`src/rtl/ciphertext_serializer.sv`:
```
`default_nettype none
// ============================================================================
// ciphertext_serializer
//   Buffers (C1,C2) projective ciphertext records captured on the rising edge
//   of Encryption_complete, then streams them one coordinate word per beat.
//   Optional macro CT_CHECKSUM_EN appends a 7th XOR checksum word per record.
// Revision: 1.0
// ============================================================================
module ciphertext_serializer #(
  parameter int N     = 3,
  parameter int DEPTH = 2
) (
  input  logic                   clk,
  input  logic                   reset,
  input  logic [N-1:0]           x_C1,
  input  logic [N-1:0]           y_C1,
  input  logic [N-1:0]           z_C1,
  input  logic [N-1:0]           x_C2,
  input  logic [N-1:0]           y_C2,
  input  logic [N-1:0]           z_C2,
  input  logic                   Encryption_complete,
  output logic [N-1:0]           ct_data,
  output logic [2:0]             ct_idx,
  output logic                   ct_valid,
  input  logic                   ct_ready,
  output logic                   ct_last,
  output logic [$clog2(DEPTH):0] ct_count,
  output logic                   overflow
);

  localparam int PW = $clog2(DEPTH);
  localparam int CW = PW + 1;
`ifdef CT_CHECKSUM_EN
  localparam int NW = 7;
`else
  localparam int NW = 6;
`endif
  localparam logic [2:0]    LAST    = 3'(NW - 1);
  localparam logic [CW-1:0] DEPTH_C = CW'(DEPTH);

  typedef enum logic [0:0] {IDLE = 1'b0, SEND = 1'b1} state_t;

  state_t         state_q, state_d;
  logic [2:0]     idx_q, idx_d;
  logic [PW-1:0]  wr_q, rd_q, rd_d;
  logic [CW-1:0]  count_q, count_d;
  logic           comp_q;
  logic           overflow_q;
  logic [N-1:0]   mem_q [DEPTH][NW];
  logic [N-1:0]   cap_word [NW];

  logic capture;
  logic pop;
  logic accept;

  always_comb begin
    cap_word[0] = x_C1;
    cap_word[1] = y_C1;
    cap_word[2] = z_C1;
    cap_word[3] = x_C2;
    cap_word[4] = y_C2;
    cap_word[5] = z_C2;
`ifdef CT_CHECKSUM_EN
    cap_word[6] = x_C1 ^ y_C1 ^ z_C1 ^ x_C2 ^ y_C2 ^ z_C2;
`endif
  end

  assign capture = Encryption_complete & ~comp_q;
  assign pop     = (state_q == SEND) & ct_ready & (idx_q == LAST);
  // A full buffer still accepts when its head record is leaving this cycle.
  assign accept  = capture & ((count_q < DEPTH_C) | pop);
  assign count_d = count_q + CW'(accept) - CW'(pop);

  always_comb begin
    state_d = state_q;
    idx_d   = idx_q;
    rd_d    = rd_q;
    case (state_q)
      IDLE: begin
        if (count_q != '0) begin
          state_d = SEND;
          idx_d   = 3'd0;
        end
      end
      SEND: begin
        if (ct_ready) begin
          if (idx_q == LAST) begin
            rd_d  = rd_q + PW'(1);
            idx_d = 3'd0;
            if (count_d == '0) state_d = IDLE;
          end else begin
            idx_d = idx_q + 3'd1;
          end
        end
      end
      default: begin
        state_d = IDLE;
        idx_d   = 3'd0;
      end
    endcase
  end

  always_ff @(posedge clk or negedge reset) begin
    if (!reset) begin
      state_q    <= IDLE;
      idx_q      <= 3'd0;
      wr_q       <= '0;
      rd_q       <= '0;
      count_q    <= '0;
      comp_q     <= 1'b0;
      overflow_q <= 1'b0;
    end else begin
      state_q    <= state_d;
      idx_q      <= idx_d;
      rd_q       <= rd_d;
      count_q    <= count_d;
      comp_q     <= Encryption_complete;
      overflow_q <= overflow_q | (capture & ~accept);
      if (accept) wr_q <= wr_q + PW'(1);
    end
  end

  // Record storage carries no reset; only slots covered by count are read.
  always_ff @(posedge clk) begin
    if (accept) begin
      for (int w = 0; w < NW; w++) mem_q[wr_q][w] <= cap_word[w];
    end
  end

  assign ct_valid = (state_q == SEND);
  assign ct_data  = ct_valid ? mem_q[rd_q][idx_q] : '0;
  assign ct_idx   = idx_q;
  assign ct_last  = ct_valid & (idx_q == LAST);
  assign ct_count = count_q;
  assign overflow = overflow_q;

endmodule
`default_nettype wire

```
`config.mk`:
```
export PLATFORM = sky130hd
export DESIGN_NAME = ciphertext_serializer
export DESIGN_NICKNAME = d
export VERILOG_FILES = /design/src/rtl/ciphertext_serializer.sv
export SDC_FILE = /design/constraint.sdc
export NUM_CORES = 1
export LEC_CHECK = 0
export ABC_AREA = 1
export CORE_MARGIN = 2
export CORE_UTILIZATION = 43
export CTS_BUF_LIST = sky130_fd_sc_hd__clkbuf_8
export CTS_CLUSTER_SIZE = 12
export DETAILED_ROUTE_END_ITERATION = 8
export PLACE_DENSITY = 0.75
export SLEW_MARGIN = 20
export SYNTH_ARGS = -nofsm -noshare
export SYNTH_HDL_FRONTEND = slang
export SYNTH_SLANG_ARGS = --single-unit
```
`constraint.sdc`:
```
create_clock -name clk -period 6.42 [get_ports clk]
set_clock_uncertainty 0.1 [all_clocks]
set_input_delay 0.642 -clock clk [delete_from_list [all_inputs] [get_ports clk]]
set_output_delay 0.642 -clock clk [all_outputs]
set_load 0.1 [all_outputs]
```
==> key figures, run 1 <==
GRT
  – GR Overflow Total: 0
  – Vias in the first global route: 1,427
  – Initial antenna violation count: 0
  – Total GRT Usage: 15.6%
  – First-pass GRT wire length: 6.20 mm
  – Largest net degree at the start of global routing: 19

Worst setup path
  – Most frequent CP cell: nand2_1
  – Critical path cell sequence: inv_8 -> nand2_1 -> nand3_1 -> nand2_1 -> inv_1 -> nand2_1 -> nand2_1 -> a21oi_2 -> clkdlybuf4s50_1
  – Critical Path Start Type: register
  – Critical R2R Launch: ct_idx[0]
  – Crit-path max FO: 18
  – Worst path slowest cell: clkdlybuf4s50_1
  – Worst setup EP type: output port
  – Crit-path max cell delay: 1150 ps
  – Crit Path Category: reg -> out
  – Critical path arrival: 2970 ps
  – CP Launch Point: rd_q
  – CP required: 5680 ps

Clock network
  – Root Driver: clkbuf_8
  – Num CTS Buffers: 5
  – CTS Buffer Depth: 2
  – Clock Latency Late Sink: 300 ps
  – H-tree Lvls: 2
  – CTS tree: yes
  – CTS Sinks: 46
  – Clk pin slew, worst setup/hold paths: 80 ps
  – Post-CTS Setup Bufs: 0
  – Hold_buf cts: 0
  – Cts repair resizes: 0

Power
  – Peak supply drop: 0.341 mV
  – Pwr dens: 488 nW/um^2
  – Leakage: 1.09 nW

Floorplanning
  – Starting density of the core: 44.2%
  – CORE AREA: 4660 sq um
  – Die Ht: 73.2 um
  – Cell Rows: 25
  – Die Width: 73.2 um
  – Die Area: 5360 sq um
  – I/O Pins: 33

Finish
  – Final Non-Filler Cells: 285
  – Finished Core Util: 53.5%
  – Number of fillers in the final layout: 416
  – Nets: 254
  – Commonest non-fill, non-tap cell in the layout: nand2_1
  – Synth-to-Final Area Change: 21.1%
  – Ant diodes: 0
  – Multi-input gate area: 519 sq um
  – Register area: 1330 sq um
  – Post-route cell area: 2490 sq um
  – Share of post-route cells with drive strength above 1: 8.66%
  – Most frequent cells in the layout: 49 x nand2_1, 38 x inv_1, 36 x edfxtp_1, 32 x clkdlybuf4s50_1, 11 x nor2_1

Synthesis
  – Syn Inst Count: 193
  – Post-synthesis register bit count: 46
  – Synth top area share: 52.5%
  – Synth Area in Adders: 1.22%
  – Top_reg_cell synth: edfxtp_1
  – Post-Syn Area: 2060 sq um
  – Top cells by area, synth: edfxtp_1 53%, dfrtp_1 12%, nand2_1 8.9%
  – Post-synth top area cell: edfxtp_1
  – Compound-gate portion of the synthesized area: 5.78%
  – Seq/Total Area, Yosys: 64.7%
  – Synth cell types: 26
  – Syn Area/Cell: 10.7 sq um
  – Multiplexer share of the synthesized area: 0%
  – Post-synthesis simple-gate area fraction: 16.5%
  – EDFF count, synth: 36
  – Synth async-reset ratio: 21.7%
  – Synth Net Count: 217
  – Post-Synth XOR/XNOR Area: 1.70%
  – Yosys Warn Count: 0
  – Largest family of logic cells by synthesized area: simple AND/OR/NAND/NOR gates

Routing
  – Routed WL: 3.67 mm
  – Post-DR vias/cell: 4.80
  – Drt drc: 0
  – Routed len/inst: 12.9 um
  – First drt pass iteration count: 4
  – Antenna viol nets, final: 0
  – Initial drt markers: 83
  – DR vias: 1,367

Timing
  – Final Hold Vio Count: 0
  – Final Worst Setup Slack: 2700 ps
  – Min Tclk post-route: 3720 ps
  – Worst-Margin Slew: 979 ps
  – Fin Setup TNS: 0 ps
  – Max Slew Vio Count: 0
  – Peak Freq: 0.269 GHz
  – Final worst path period share: 57.9%
  – Unrepaired setup endpoints after global routing: false
  – # setup viols final: 0
  – Max-Slew Margin vs Limit: 34.5%

Placement
  – HPWL after detailed placement: 2.66 mm
  – Port Buf Inserts: 32
  – Dpl cells: 277
  – Post-DP Area: 2410 sq um
  – Gpl congestion: 0.799
  – Setup WS pre-CTS: 3040 ps

Worst hold path
  – Tightest Hold Check Type: reg -> reg
  – Hold Startpoint: overflow

Job
  – Maxcap violations: 0

Status
  – Outcome: finished, final reports clean
==> where the power goes <==
part | total (mW) | internal, mW | switching, mW
Combinational | 0.624 | 0.163 | 0.460
Sequential | 0.427 | 0.373 | 0.0539
Clock | 0.164 | 0.0733 | 0.0910
Total | 1.22 | 0.610 | 0.605
==> kinds of logic after synthesis <==
group,after synthesis
AO/OA/AOI/OAI,20
adder cells (fa/ha/maj),2
buffers and inverters,44
AND/OR/NAND/NOR,77
XOR/XNOR,4
flip-flops,46
==> synthesized netlist by cell type (2+ instances only) <==
cell      number
xor2_1         2
ha_1           2
a21oi_1        3
inv_2          2
o21ai_0        7
buf_6          2
inv_1         37
nand2_4        2
dfrtp_1       10
a21oi_2        2
o22ai_1        3
nor2_1        11
o21ai_1        2
nand2_1       49
xnor2_1        2
nand3_2        3
edfxtp_1      36
nand3_1       10
==> flip-flops by register name, summed over array words and instances, names as in the netlist <==
signal / cells
comp_q: 1
ct_idx: 3
wr_q: 1
overflow: 1
rd_q: 1
ct_valid: 1
ct_count: 2
mem_q: 36
==> path summary, 6_finish.rpt <==
kind	endpoint	cells after the start	slack (ps)
hold / removal	overflow	1	400
setup / recovery	ct_data[2]	9	2700
setup reg to reg	ct_valid	12	3910
max in group asynchronous	overflow	1	5350
min in group asynchronous	ct_idx[1]	1	560
hold reg to reg	overflow	1	400
==> layer usage <==
metal,track usage [%],vias to the layer above,share of wire [%],wire [um]
li1,-,694,-,-
met5,0,-,0,0
met4,8.44,0,2.4,89
met1,18.6,630,42,1550
met2,25.3,34,50,1850
met3,4.70,9,5.0,182
==> cell type report <==
type	count	area share, %
multi-input cells	103	20.8
flip-flops and latches	46	53.4
clock buffers	5	2.76
well taps	54	2.71
inverters	40	6.33
clock inverters	3	0.502
repair buffers	34	13.5
==> metrics by stage <==
| step | total power [mW] | hold slack (ps) |
|---|---|---|
| finish | 1.22 | 402 |
| global route | 1.29 | 413 |
| CTS | 1.23 | 405 |
| detailed placement | 1.06 | 384 |
| global placement | 1.05 | 371 |
| floorplan | 0.936 | 246 |
==> critical path, delay by kind of cell, from the launching register on <==
family,cells,cell delay (ps)
AOI/OAI and AO/OA,1,140
buffers and inverters,3,1340
DFF,1,800
and+or+nand+nor,5,380
Note: power is estimated with default switching activity, not from simulation.
==> run 2: changes to the inputs <==
==> constraint.sdc (replaced) <==
create_clock -name clk -period 3.6 [get_ports clk]
set_clock_uncertainty 0.1 [all_clocks]
set_input_delay 0.36 -clock clk [delete_from_list [all_inputs] [get_ports clk]]
set_output_delay 0.36 -clock clk [all_outputs]
set_load 0.1 [all_outputs]
==> run 2 against run 1 <==
Net effect:
- total power increased by 77%
- hold slack got worse by 130 ps
- global-route usage decreased by 0.94 points
- non-clock buffer count unchanged
- wire length decreased by 6.1%
- die area unchanged
- largest power group unchanged
==> key figures, run 2 (synthesis gave the netlist of run 1 again) <==
Clock network
  – Clock Latency Late Sink: 300 ps
  – H-tree Lvls: 2
  – Num CTS Buffers: 5
  – Hold_buf cts: 0
  – CTS Buffer Depth: 2
  – CTS tree: yes
  – CTS Sinks: 46
  – Cts repair resizes: 0
  – Root Driver: clkbuf_8
  – Clk pin slew, worst setup/hold paths: 80 ps
  – Post-CTS Setup Bufs: 0

GRT
  – Initial antenna violation count: 0
  – Largest net degree at the start of global routing: 19
  – Total GRT Usage: 14.7%
  – Vias in the first global route: 1,299
  – First-pass GRT wire length: 5.92 mm
  – GR Overflow Total: 0

Floorplanning
  – Die Area: 5360 sq um
  – Die Ht: 73.2 um
  – Cell Rows: 25
  – Die Width: 73.2 um
  – CORE AREA: 4660 sq um
  – I/O Pins: 33
  – Starting density of the core: 44.2%

Timing
  – Max-Slew Margin vs Limit: 35.0%
  – Fin Setup TNS: 0 ps
  – # setup viols final: 0
  – Worst-Margin Slew: 973 ps
  – Peak Freq: 0.392 GHz
  – Min Tclk post-route: 2550 ps
  – Unrepaired setup endpoints after global routing: false
  – Final worst path period share: 70.9%
  – Max Slew Vio Count: 0
  – Final Hold Vio Count: 0

Finish
  – Share of post-route cells with drive strength above 1: 10.8%
  – Synth-to-Final Area Change: 20.7%
  – Nets: 254
  – Commonest non-fill, non-tap cell in the layout: nand2_1
  – Largest register FFs: 36
  – Most frequent cells in the layout: 49 x nand2_1, 38 x inv_1, 36 x edfxtp_1, 28 x clkdlybuf4s50_1, 11 x nor2_1
  – Most flop-heavy register: mem_q
  – Ant diodes: 0

Routing
  – Post-DR vias/cell: 4.67
  – Drt drc: 0
  – Initial drt markers: 155
  – Antenna viol nets, final: 0
  – First drt pass iteration count: 4
  – Routed WL: 3.45 mm
  – Routed len/inst: 12.1 um
  – DR vias: 1,332

Placement
  – HPWL after detailed placement: 2.46 mm
  – Port Buf Inserts: 32
  – Gpl congestion: 0.900

Worst setup path
  – Crit Path Category: reg -> out
  – Critical path arrival: 2090 ps
  – R2r setup slk: 1070 ps
  – Worst r2r path cells: 12
  – Worst setup EP type: output port
  – Critical path cell sequence: clkdlybuf4s50_1
  – CP required: 3140 ps
  – Critical Path Start Type: register
  – Delay-heaviest family, CP: buffers and inverters
  – Crit-path max FO: 12
  – CP bufs+invs: 1
  – Critical R2R Launch: ct_idx[0]
  – Crit-path max cell delay: 1220 ps
  – Reg2reg end: ct_valid
  – Worst path slowest cell: clkdlybuf4s50_1

Power
  – Total power: 2.15 mW
  – Peak supply drop: 0.590 mV
  – Leakage: 1.09 nW
  – Pwr dens: 864 nW/um^2

Status
  – Outcome: finished, final reports clean

Worst hold path
  – Tightest Hold Check Type: in -> async

Job
  – Maxcap violations: 0
==> run 2: cell types whose count changed in the layout (fill, tap and decap cells not counted), sizes merged <==
cell	change
buf	+4
clkdlybuf4s50	-4
==> run 2: where the power goes <==
| part | switching (mW) | internal, mW | total, mW | leakage, nW |
|---|---|---|---|---|
| logic | 0.812 | 0.278 | 1.09 | 0.604 |
| registers | 0.0959 | 0.666 | 0.762 | 0.441 |
| clock network | 0.163 | 0.132 | 0.295 | 0.0491 |
==> run 2: worst max path at each step <==
stage	start	to	slack (ps)	cells after the start
6_report	ct_idx[0]	ct_idx[0]	1050	1
5_1_grt	ct_idx[0]	ct_valid	750	12
4_1_cts	rd_q	ct_data[1]	990	9
3_5_place_dp	ct_ready	ct_valid	1050	13
3_3_place_gp	ct_ready	ct_valid	1080	13
2_1_floorplan	ct_idx[0]	ct_data[1]	40	9
==> run 2: worst reg2reg max path, cell delays in order (launching register included) <==
cell and delay [ps]:
dfrtp_1 570, inv_1 260, nor2_2 210, nand2_2 90, nand2_1 100, nand3_2 110, ha_1 290, inv_1 40
ha_1 280, nor2_1 100, nand2_1 50, o21ai_0 150, nand2_1 60
==> run 2: area by class of cell <==
class	count	area, sq um
Fill cell	398	2180
Sequential cell	46	1330
Multi-Input combinational cell	103	519
Timing Repair Buffer	34	325
Inverter	40	158
Clock buffer	5	68.8
Tap cell	54	67.6
Clock inverter	3	13.8
==> run 2: stage by stage <==
step                      cells  cell area (sq um)  hold slack, ps  util (%)  setup slack [ps]
after floorplan             193               2060           -35.6         -              43.2
after global placement      277               2400             393      51.5              1080
after detailed placement    277               2400             376      51.5              1050
after CTS                   285               2480             278      53.3               994
after global routing        285               2480             290      53.3               746
final                       285               2480             273      53.3              1050
==> run 2: layer usage <==
| metal | up-vias | global-route usage [%] | routed length, um |
|---|---|---|---|
| li1 | 687 | - | - |
| met1 | 607 | 19.1 | 1590 |
| met2 | 33 | 22.9 | 1580 |
| met3 | 5 | 5.25 | 211 |
| met4 | 0 | 4.94 | 60 |
| met5 | - | 0 | 0 |
